--- src/rtl/cache_flush_pkg.sv ---
// Shared types and constants for the cache flush sequencer.
// Imported by cache_flush_seq and its bench.
package cache_flush_pkg;

  typedef enum logic [2:0] {
    IDLE,
    READ,
    CHECK,
    WB,
    NEXT,
    DONE
  } flush_state_t;

  localparam int CLEAN_SET_CYCLES = 3;

endpackage

--- src/rtl/cache_flush_seq_priorityonehot.sv ---
// Priority one-hot selector: keeps only the lowest set bit of a.
// Used to pick the next dirty way under writeback.
module priorityonehot #(
  parameter int N = 4
) (
  input  logic [N-1:0] a,
  output logic [N-1:0] y
);

  assign y = a & (~a + N'(1));

endmodule

--- src/rtl/cache_flush_seq.sv ---
// Full-cache flush sequencer: walks sets, writes back dirty ways.
// Build option FLUSH_INVALIDATE_EN also invalidates each walked set.
module cache_flush_seq
  import cache_flush_pkg::*;
#(
  parameter int NUMWAYS  = 4,
  parameter int SETLEN   = 9,
  parameter int NUMLINES = 128
) (
  input  logic               clk,
  input  logic               reset,
  input  logic               FlushStart,
  input  logic [NUMWAYS-1:0] DirtyWay,
  input  logic               WbAck,
  output logic [SETLEN-1:0]  FlushAdr,
  output logic [NUMWAYS-1:0] FlushWay,
  output logic               ArrayRdEn,
  output logic               WbReq,
  output logic               ClearDirty,
  output logic               ClearValid,
  output logic               FlushBusy,
  output logic               FlushDone
);

  localparam int CW = $clog2(NUMLINES) + 1;

  flush_state_t       r_state;
  flush_state_t       w_next;
  logic [CW-1:0]      r_setcnt;
  logic [NUMWAYS-1:0] r_pending;
  logic [NUMWAYS-1:0] w_way;
  logic [NUMWAYS-1:0] w_pend_nxt;
  logic               w_last;

  priorityonehot #(.N(NUMWAYS)) u_pri (
    .a (r_pending),
    .y (w_way)
  );

  assign w_last     = (r_setcnt == CW'(NUMLINES - 1));
  assign w_pend_nxt = r_pending & ~w_way;

  always_ff @(posedge clk or posedge reset) begin
    if (reset) begin
      r_state   <= IDLE;
      r_setcnt  <= '0;
      r_pending <= '0;
    end else begin
      r_state <= w_next;
      unique case (r_state)
        IDLE:  if (FlushStart) r_setcnt <= '0;
        CHECK: r_pending <= DirtyWay;
        WB:    if (WbAck) r_pending <= w_pend_nxt;
        NEXT:  if (!w_last) r_setcnt <= r_setcnt + 1'b1;
        default: ;
      endcase
    end
  end

  always_comb begin
    w_next     = r_state;
    ArrayRdEn  = 1'b0;
    WbReq      = 1'b0;
    ClearDirty = 1'b0;
    ClearValid = 1'b0;
    FlushWay   = '0;
    unique case (r_state)
      IDLE: begin
        if (FlushStart) w_next = READ;
      end
      READ: begin
        ArrayRdEn = 1'b1;
        w_next    = CHECK;
      end
      CHECK: begin
        w_next = (DirtyWay == '0) ? NEXT : WB;
      end
      WB: begin
        FlushWay = w_way;
        WbReq    = 1'b1;
        if (WbAck) begin
          ClearDirty = 1'b1;
          if (w_pend_nxt == '0) w_next = NEXT;
        end
      end
      NEXT: begin
`ifdef FLUSH_INVALIDATE_EN
        ClearValid = 1'b1;
        FlushWay   = '1;
`endif
        w_next = w_last ? DONE : READ;
      end
      DONE: begin
        w_next = IDLE;
      end
      default: begin
        w_next = IDLE;
      end
    endcase
  end

  assign FlushAdr  = SETLEN'(r_setcnt);
  assign FlushBusy = (r_state != IDLE);
  assign FlushDone = (r_state == DONE);

endmodule
--- config.mk ---
export PLATFORM = sky130hd
export DESIGN_NAME = cache_flush_seq
export DESIGN_NICKNAME = d
export VERILOG_FILES = /design/src/rtl/cache_flush_pkg.sv /design/src/rtl/cache_flush_seq_priorityonehot.sv /design/src/rtl/cache_flush_seq.sv
export SDC_FILE = /design/constraint.sdc
export NUM_CORES = 1
export LEC_CHECK = 0
export ABC_AREA = 1
export CORE_MARGIN = 4
export CORE_UTILIZATION = 43
export CTS_CLUSTER_SIZE = 20
export DETAILED_ROUTE_END_ITERATION = 7
export PLACE_DENSITY = 0.73
export SLEW_MARGIN = 40
export SYNTH_ARGS = -nofsm -noshare
export SYNTH_HDL_FRONTEND = slang
export SYNTH_SLANG_ARGS = --single-unit
--- constraint.sdc ---
create_clock -name clk -period 2.65 [get_ports clk]
set_input_delay 0.53 -clock clk [delete_from_list [all_inputs] [get_ports clk]]
set_output_delay 0.53 -clock clk [all_outputs]
set_load 0.01 [all_outputs]
==> impl_results.md, run 1 <==
* Hold-fix buffers, CTS at 0
* Worst IR Drop VDD at 494.5 µV
* Diodes inserted at 0
* DRC Markers at 0
* Startpoint Class: register
* Pins Over Slew Limit at 0
* Placed Instance Area at 1231 µm²
* Final Hold Viols at 0
* Seq/Total Area, Yosys at 38.76%
* IO Pins at 27
* Largest net degree at the start of global routing at 16
* Worst Clk Skew at 0.006258 ns
* FF-to-FF End: r_setcnt[5]$_DFFE_PP0P_
* Core Region at 2042 µm²
* Chip Height at 55.46 µm
* CP Buf/Inv Count at 2
* Postcts setup bufs at 0
* Final worst-path cycle share at 91.30%
* RSZ-0062 raised after global routing: false
* Uppermost layer routed: met4
* DR vias at 918
* Inst Count DP at 187
* Num Clock Sinks at 15
* Clk Latency, worst-skew pair at 0.28 ns
* Clock Tree Buf Depth at 2
* WL final at 2197 µm
* Netlist Area Pre-Place at 968.4 µm²
* Top delay family on crit path: buffers and inverters
* GRT Residual Overflow at 0
* CP endpoint kind: primary output
* CP arrival at 1.89 ns
* Layout cells sized above 1 at 10.98%
* Die ar. at 3075 µm²
* Initial antenna violation count at 0
* Vias per cell at 4.806
* Post-synth EDFFs at 0
* Wirelength per Cell at 11.50 µm
* Max-Cap Viols at 0
* Final Wtd Congestion at 0.8450
* Worst Path Max Fanout at 9
* Worst-path clk slew at 0.10 ns
* CP required at 2.12 ns
* Reg2reg path depth at 7
* Met2 routed WL at 1019 µm
* Lkg Pwr at 0.5761 nW
* Initial drt markers at 9
* R2r startpoint: r_setcnt[0]$_DFFE_PP0P_
* Hold Slack at 0.5459 ns
* Max H-tree Level at 1
* First-pass GRT wire length at 3836 µm
* Syn Inst Count at 137
* Distinct cells, synth at 22
* Met1 wire length at 1040 µm
* Row count at 16
* Worst rel slew slack at 61.34%
* Asr flop ratio synth at 100.0%
* Pre-antenna DRT Iters at 4
* Post-Layout Cell Count at 191
* Crit-path max cell delay at 0.57 ns
* Met3 routed WL at 124 µm
* Worst Tran Pin Value at 0.5793 ns
* Commonest non-fill, non-tap cell in the layout: nand2_1
* Vias in the first global route at 843
* Hpwl dp at 1774 µm
* CTS Buf Count at 3
* Initial core utilization at 47.43%
* Layout Area Growth over Synthesis at 30.10%
* CTS tree: built
* Status: completed
* CTS root buffer: clkbuf_4
* Cell-by-cell trace of the critical path: nand2_1 -> nor2_4 -> inv_1 -> nor3_1 -> clkdlybuf4s50_1
* YS warnings at 0
* Pwr/cell area at 891.1 nW/µm²
* Fmax at 413.3 MHz
* Fin util at 61.70%
* Hold crit path type: reg -> reg
* Setup Crit Path Kind: reg -> out
* Slowest-stage cell, CP: clkdlybuf4s50_1
* All-Layer GR Usage at 15.52%
* Finished Cell Area at 1260 µm²
* Crit path time final at 2.419 ns
* Commonest non-fill, non-tap cells in the layout: nand2_1 (41), clkdlybuf4s50_1 (24), nor2_1 (19), inv_1 (16), dfrtp_1 (14)
* Hold depth at 1
* Worst R2R Setup Slack at 1.08 ns
* Final net count at 174
* Die Width at 55.46 µm
* Setup tns final at 0 ns
* Worst hold start: r_setcnt[0]$_DFFE_PP0P_
* IO Port Bufs at 24
* Synth Register Bits at 15
* Hold Path Sink: r_setcnt[0]$_DFFE_PP0P_
* Post-cts sizing count at 0
* Top_reg_cell synth: dfrtp_1
* Final ANT Viol Nets at 0
* Final setup vio count at 0
* Syn Area/Cell at 7.069 µm²
power breakdown:
group          total, mW  internal (mW)  switching, mW
sequential         0.388          0.302         0.0859
combinational      0.600          0.248          0.352
clock              0.135         0.0559         0.0788
total               1.12          0.606          0.517
worst max path at each step:
stage / cells after the start / end / slack (ns) / startpoint
6_report: 5 / FlushWay[1] / 0.23 / r_state[1]$_DFFE_PP0P_
5_1_grt: 5 / FlushWay[1] / 0.02 / r_state[1]$_DFFE_PP0P_
4_1_cts: 5 / FlushWay[1] / 0.17 / r_state[0]$_DFFE_PP0P_
3_5_place_dp: 4 / ClearDirty / 0.43 / WbAck
3_3_place_gp: 4 / ClearDirty / 0.42 / WbAck
2_1_floorplan: 4 / FlushWay[1] / 1.01 / r_state[0]$_DFFE_PP0P_
area by class of cell:
| cell class | count | area [µm²] |
|---|---|---|
| inverters | 17 | 63.81 |
| clock buffers | 3 | 22.52 |
| clock inverters | 1 | 5.005 |
| multi-input cells | 104 | 518.0 |
| flip-flops and latches | 15 | 376.6 |
| repair buffers | 24 | 240.2 |
| fillers | 216 | 782.0 |
| well taps | 27 | 33.78 |
sequential cells by signal, indices dropped and copies added (netlist names):
| signal | flops |
|---|---|
| r_state | 3 |
| r_pending | 4 |
| r_setcnt | 8 |
synthesized netlist by cell type, types with 2 or more instances:
master     n  share of area (%)
a21oi_1    4                2.1
buf_4      2                1.5
dfrtp_1   15                 39
inv_1     16                6.2
nand2_1   41                 16
nand3_1   10                5.2
nand3_2    3                3.1
nand4_1    3                1.9
nor2_1    19                7.4
nor2_4     2                2.3
nor3_1     2                1.0
o211ai_1   2                1.5
o21ai_0    6                3.1
o21ai_2    4                3.6
logic make-up (layout without fill, tap and decap cells):
kind of cell | Yosys count | count (layout) | synth area share [%]
flops | 15 | 15 | 38.76
xor+xnor | 1 | 1 | 0.9046
simple gates | 82 | 82 | 38.63
compound gates | 18 | 18 | 11.89
other cells | 1 | 2 | 0.3872
buf+inv | 19 | 45 | 8.139
fa+ha+maj | 1 | 1 | 1.292
metrics by stage:
stage	setup slack [ns]	power (mW)
after floorplan	1.010	0.7718
after global placement	0.4232	0.9887
after detailed placement	0.4288	0.9937
after CTS	0.1712	1.132
after global routing	0.01726	1.238
final	0.2305	1.123
routing by layer:
layer	vias to the layer above	track usage, %
li1	491	-
met1	403	20.23
met2	22	25.00
met3	2	3.730
met4	0	5.208
met5	-	0
worst register-to-register path, stage by stage, from the launching register on:
cell and delay, ns:
dfrtp_1 0.44, ha_1 0.23, nand2_1 0.10, nor2_1 0.26, nand3_2 0.17, nand2_4 0.15, nand2_1 0.09, o21ai_2 0.06
Note: power is estimated with default switching activity, not from simulation.
==> inputs of run 2 (changes only) <==
DONT_BUFFER_PORTS = 1   (was not set)
PLACE_DENSITY = not set   (was 0.73)
==> impl_results.md, run 2 (synthesis results as in run 1) <==
* Post-cts sizing count at 0 (unchanged)
* IO Pins at 27 (unchanged)
* Setup tns final at 0 ns (unchanged)
* Initial drt markers at 12 (+3)
* Clock Tree Buf Depth at 2 (unchanged)
* Pwr/cell area at 983.0 nW/µm² (+10%)
* DRC Markers at 0 (unchanged)
* Hold crit path type: in -> async
* Initial antenna violation count at 0 (unchanged)
* Pre-antenna DRT Iters at 4 (unchanged)
* Most flops, register: r_setcnt
* Hpwl dp at 1706 µm (-3.8%)
* DR vias at 867 (-5.6%)
* Commonest non-fill, non-tap cells in the layout: nand2_1 (41), nor2_1 (19), inv_1 (16), dfrtp_1 (15), nand3_1 (10)
* Wirelength per Cell at 12.85 µm (+12%)
* Final setup vio count at 0 (unchanged)
* Worst-path clk slew at 0.10 ns (about the same)
* RSZ-0062 raised after global routing: false
* Vias in the first global route at 886 (+5.1%)
* WL final at 2146 µm (-2.3%)
* Fin util at 49.82% (-12 points)
* Commonest non-fill, non-tap cell in the layout: nand2_1
* Leading registers by flop count: r_setcnt (8), r_pending (4), r_state (3)
* Hold-fix buffers, CTS at 0 (unchanged)
* CP required at 2.12 ns (about the same)
* Final ANT Viol Nets at 0 (unchanged)
* Setup WS post-layout at 0.5353 ns (+0.3048 ns)
* Final Hold Viols at 0 (unchanged)
* Final Wtd Congestion at 0.7982 (-5.5%)
* Die Width at 55.46 µm (unchanged)
* Inst Count DP at 163 (-13%)
* Worst Path Max Fanout at 9 (unchanged)
* Row count at 16 (unchanged)
* Initial core utilization at 47.43% (unchanged)
* Max H-tree Level at 1 (unchanged)
* Vias per cell at 5.192 (+8.0%)
* Register area at 375.4 µm² (-0.33%)
* Max reg flops at 8 (unchanged)
* Pins Over Slew Limit at 0 (unchanged)
* GRT Residual Overflow at 0 (unchanged)
* Crit path time final at 2.115 ns (-0.3048 ns)
* Fmax at 472.9 MHz (+14%)
* Worst rel slew slack at 59.05% (-2.3 points)
* Startpoint Class: register
* Placed Instance Area at 991.0 µm² (-20%)
* Finished Cell Area at 1017 µm² (-19%)
* Postcts setup bufs at 0 (unchanged)
* Worst Clk Skew at 0.003829 ns (-0.002429 ns)
* Place WS at 0.8322 ns (+0.4034 ns)
* Diodes inserted at 0 (unchanged)
* Layout Area Growth over Synthesis at 5.039%
* Chip Height at 55.46 µm (unchanged)
* Setup Crit Path Kind: reg -> out
* Lkg Pwr at 0.4879 nW (-15%)
* Layout fillers at 223 (+3.2%)
* Largest net degree at the start of global routing at 16 (unchanged)
* Die ar. at 3075 µm² (unchanged)
* Core Region at 2042 µm² (unchanged)
* Status: completed
* Num Clock Sinks at 15 (unchanged)
* Post-Layout Cell Count at 167 (-13%)
* Final net count at 150 (-14%)
* Clk Latency, worst-skew pair at 0.28 ns (about the same)
* CTS Buf Count at 3 (unchanged)
* Max-Cap Viols at 0 (unchanged)
* CP endpoint kind: primary output
* Worst Tran Pin Value at 0.6136 ns (+0.03432 ns)
* CTS root buffer: clkbuf_4
* Total power draw at 0.9999 mW (-11%)
* IO Port Bufs at 0 (-100%)
* Multi-input logic area at 518.0 µm² (unchanged)
* Hold Slack at 0.2007 ns (-0.3452 ns)
* All-Layer GR Usage at 15.28% (-0.24 points)
* First-pass GRT wire length at 3753 µm (-2.2%)
* Final worst-path cycle share at 79.80% (-12 points)
* CTS tree: built
* CP arrival at 1.58 ns (-0.31 ns)
* Layout cells sized above 1 at 11.43% (+0.45 points)
* Worst IR Drop VDD at 506.1 µV (+2.3%)
==> run 2: cell count changes in the layout (fill, tap and decap cells not counted), sizes merged <==
cell | before | now
clkdlybuf4s50 | 24 | 0
clkinv | 1 | 0
clkbuf | 3 | 4
==> run 2: cell type report <==
class                           count  area share, %
Sequential cell                    15          36.90
Inverter                           17          6.273
Tap cell                           27          3.321
Multi-Input combinational cell    104          50.92
Clock buffer                        4          2.583
==> run 2: final timing paths <==
kind	startpoint	endpoint	slack, ns	cells after the start
setup / recovery	r_state[0]$_DFFE_PP0P_	FlushWay[1]	0.54	4
hold / removal	reset	r_setcnt[2]$_DFFE_PP0P_	0.20	1
setup reg to reg	r_setcnt[0]$_DFFE_PP0P_	r_setcnt[0]$_DFFE_PP0P_	1.08	7
hold reg to reg	r_setcnt[0]$_DFFE_PP0P_	r_setcnt[0]$_DFFE_PP0P_	0.59	1
max in group asynchronous	reset	r_setcnt[7]$_DFFE_PP0P_	2.06	1
min in group clk	DirtyWay[0]	r_pending[0]$_DFFE_PP0P_	0.38	2
==> run 2: power breakdown <==
group	switching (mW)	internal (mW)	total, mW
sequential	0.0913	0.301	0.392
combinational	0.331	0.142	0.474
clock	0.0758	0.0583	0.134
==> run 2: worst max-delay path: stages, from the launching register on <==
cell and delay [ns]:
dfrtp_1 0.47, nand2_1 0.12, nor2_4 0.24, inv_1 0.16, nor3_1 0.32
==> run 2: routing by layer <==
| layer | track usage [%] | part of all wire, % | vias up |
|---|---|---|---|
| met5 | 0 | 0 | - |
| met4 | 5.903 | 0.56 | 0 |
| met3 | 5.594 | 7.4 | 2 |
| met2 | 26.52 | 49 | 26 |
| met1 | 16.79 | 43 | 399 |
| li1 | - | - | 440 |
==> inputs of run 3 (changes only) <==
clock period = 1.9 ns   (was 2.65 ns; I/O delays follow)
==> impl_results.md, run 3 (synthesis results as in run 1) <==
* IO Pins at 27 (unchanged)
* Post-cts sizing count at 0 (unchanged)
* Lkg Pwr at 0.4959 nW (+1.6%)
* Vias per cell at 5.202 (+0.21%)
* CP arrival at 1.39 ns (-0.19 ns)
* Worst Path Max Fanout at 7 (-2)
* Worst Clk Skew at 0.01314 ns (+0.009307 ns)
* Pwr/cell area at 1360 nW/µm² (+38%)
* Final net count at 151 (+0.67%)
* WL final at 2099 µm (-2.2%)
* CTS root buffer: clkbuf_4
* CTS tree: built
* Setup tns final at 0 ns (unchanged)
* Largest net degree at the start of global routing at 16 (unchanged)
* Worst rel slew slack at 62.02% (+3.0 points)
* Layout cells sized above 1 at 12.77% (+1.3 points)
* Worst R2R Setup Slack at 0.33 ns (-0.75 ns)
* Max-Cap Viols at 0 (unchanged)
* Worst IR Drop VDD at 734.1 µV (+45%)
* Hold-fix buffers, CTS at 0 (unchanged)
* Diodes inserted at 0 (unchanged)
* CP Buf/Inv Count at 1 (unchanged)
* Chip Height at 55.46 µm (unchanged)
* Startpoint Class: register
* Num Clock Sinks at 15 (unchanged)
* R2r startpoint: r_setcnt[0]$_DFFE_PP0P_
* Clk Latency, worst-skew pair at 0.28 ns (about the same)
* RSZ-0062 raised after global routing: true
* Crit path time final at 1.773 ns
* CP endpoint kind: primary output
* Cell-by-cell trace of the critical path: nand2_1 -> nor2_4 -> inv_1 -> nor3_1
* Most flops, register: r_setcnt
* FF-to-FF End: r_setcnt[4]$_DFFE_PP0P_
* Top delay family on crit path: simple AND/OR/NAND/NOR gates
* Max H-tree Level at 1 (unchanged)
* GRT Residual Overflow at 0 (unchanged)
* Hpwl dp at 1671 µm (-2.0%)
* Crit-path max cell delay at 0.48 ns (about the same)
* Finished Cell Area at 1026 µm² (+0.86%)
* Reg2reg path depth at 7 (unchanged)
* Final Wtd Congestion at 0.8420 (+5.5%)
* Final ANT Viol Nets at 0 (unchanged)
* DRC Markers at 0 (unchanged)
* Core Region at 2042 µm² (unchanged)
* Die ar. at 3075 µm² (unchanged)
* Status: completed
* Final worst-path cycle share at 93.30%
* Total power draw at 1.395 mW (+40%)
* Final Hold Viols at 0 (unchanged)
* Fin util at 50.25% (+0.43 points)
* CTS Buf Count at 3 (unchanged)
* Worst-path clk slew at 0.10 ns (about the same)
* DR vias at 874 (+0.81%)
* Placed Instance Area at 998.5 µm² (+0.76%)
* Pins Over Slew Limit at 0 (unchanged)
* Commonest non-fill, non-tap cells in the layout: nand2_1 (41), nor2_1 (19), inv_1 (16), dfrtp_1 (15), nand3_1 (10)
* Pre-antenna DRT Iters at 6 (+2)
* First-pass GRT wire length at 3698 µm (-1.5%)
* Initial antenna violation count at 0 (unchanged)
* Die Width at 55.46 µm (unchanged)
* Setup Crit Path Kind: reg -> out
* Clock Tree Buf Depth at 2 (unchanged)
* Max reg flops at 8 (unchanged)
* Fmax at 564.1 MHz
* Row count at 16 (unchanged)
* Postcts setup bufs at 0 (unchanged)
* CP required at 1.52 ns (-0.60 ns)
* Initial drt markers at 23 (+11)
* Layout Area Growth over Synthesis at 5.943%
* Vias in the first global route at 824 (-7.0%)
* Worst Tran Pin Value at 0.5690 ns (-0.04457 ns)
* All-Layer GR Usage at 15.00% (-0.27 points)
* Slowest-stage cell, CP: dfrtp_1
* Initial core utilization at 47.43% (unchanged)
* Wirelength per Cell at 12.49 µm (-2.8%)
* Hold crit path type: in -> async
* Leading registers by flop count: r_setcnt (8), r_pending (4), r_state (3)
* Final setup vio count at 0 (unchanged)
* Commonest non-fill, non-tap cell in the layout: nand2_1
* IO Port Bufs at 0 (unchanged)
[run 3: changes by cell type in the layout (fill, tap and decap cells not counted)]
| cell | before | now |
|---|---|---|
| clkinv_2 | 0 | 1 |
| clkbuf_1 | 1 | 0 |
| buf_4 | 0 | 1 |
[run 3: metrics by stage]
step / hold slack [ns] / setup slack (ns) / cells
floorplan: 0.2815 / 0.4098 / 138
global placement: 0.3649 / 0.4152 / 164
detailed placement: 0.3699 / 0.3626 / 164
CTS: 0.05080 / 0.09624 / 168
global route: 0.07205 / -0.008442 / 168
finish: 0.02566 / 0.1273 / 168
[run 3: layout make-up]
cell class                 instances  area [µm²]
sequential                        15       375.4
tap                               27       33.78
inverter                          17       63.81
fill                             215        1016
timing repair buffer               1       7.507
clock buffer                       3       22.52
clock inverter                     1       5.005
multi-input combinational        104       518.0
[run 3: worst max path at each step]
| stage | startpoint | end | slack (ns) | cells after the start |
|---|---|---|---|---|
| after floorplan | r_state[0]$_DFFE_PP0P_ | FlushWay[1] | 0.41 | 4 |
| after global placement | r_setcnt[0]$_DFFE_PP0P_ | r_setcnt[0]$_DFFE_PP0P_ | 0.42 | 7 |
| after detailed placement | r_setcnt[0]$_DFFE_PP0P_ | r_setcnt[0]$_DFFE_PP0P_ | 0.36 | 7 |
| after CTS | r_state[0]$_DFFE_PP0P_ | FlushWay[2] | 0.1 | 4 |
| after global routing | r_state[0]$_DFFE_PP0P_ | FlushWay[2] | -0.008 | 4 |
| final | r_state[0]$_DFFE_PP0P_ | FlushWay[2] | 0.13 | 4 |
[run 3: routing by layer]
metal | global-route usage [%] | wire length (µm) | up-vias
li1 | - | - | 444
met1 | 18.54 | 884 | 399
met2 | 24.32 | 1040 | 29
met3 | 4.196 | 157 | 2
met4 | 6.250 | 15 | 0
met5 | 0 | 0 | -
[run 3: report_power, final]
group          internal [mW]  leakage, nW  switching (mW)
clock network         0.0779       0.0177           0.102
logic                  0.211        0.281           0.452
registers              0.419        0.197           0.134
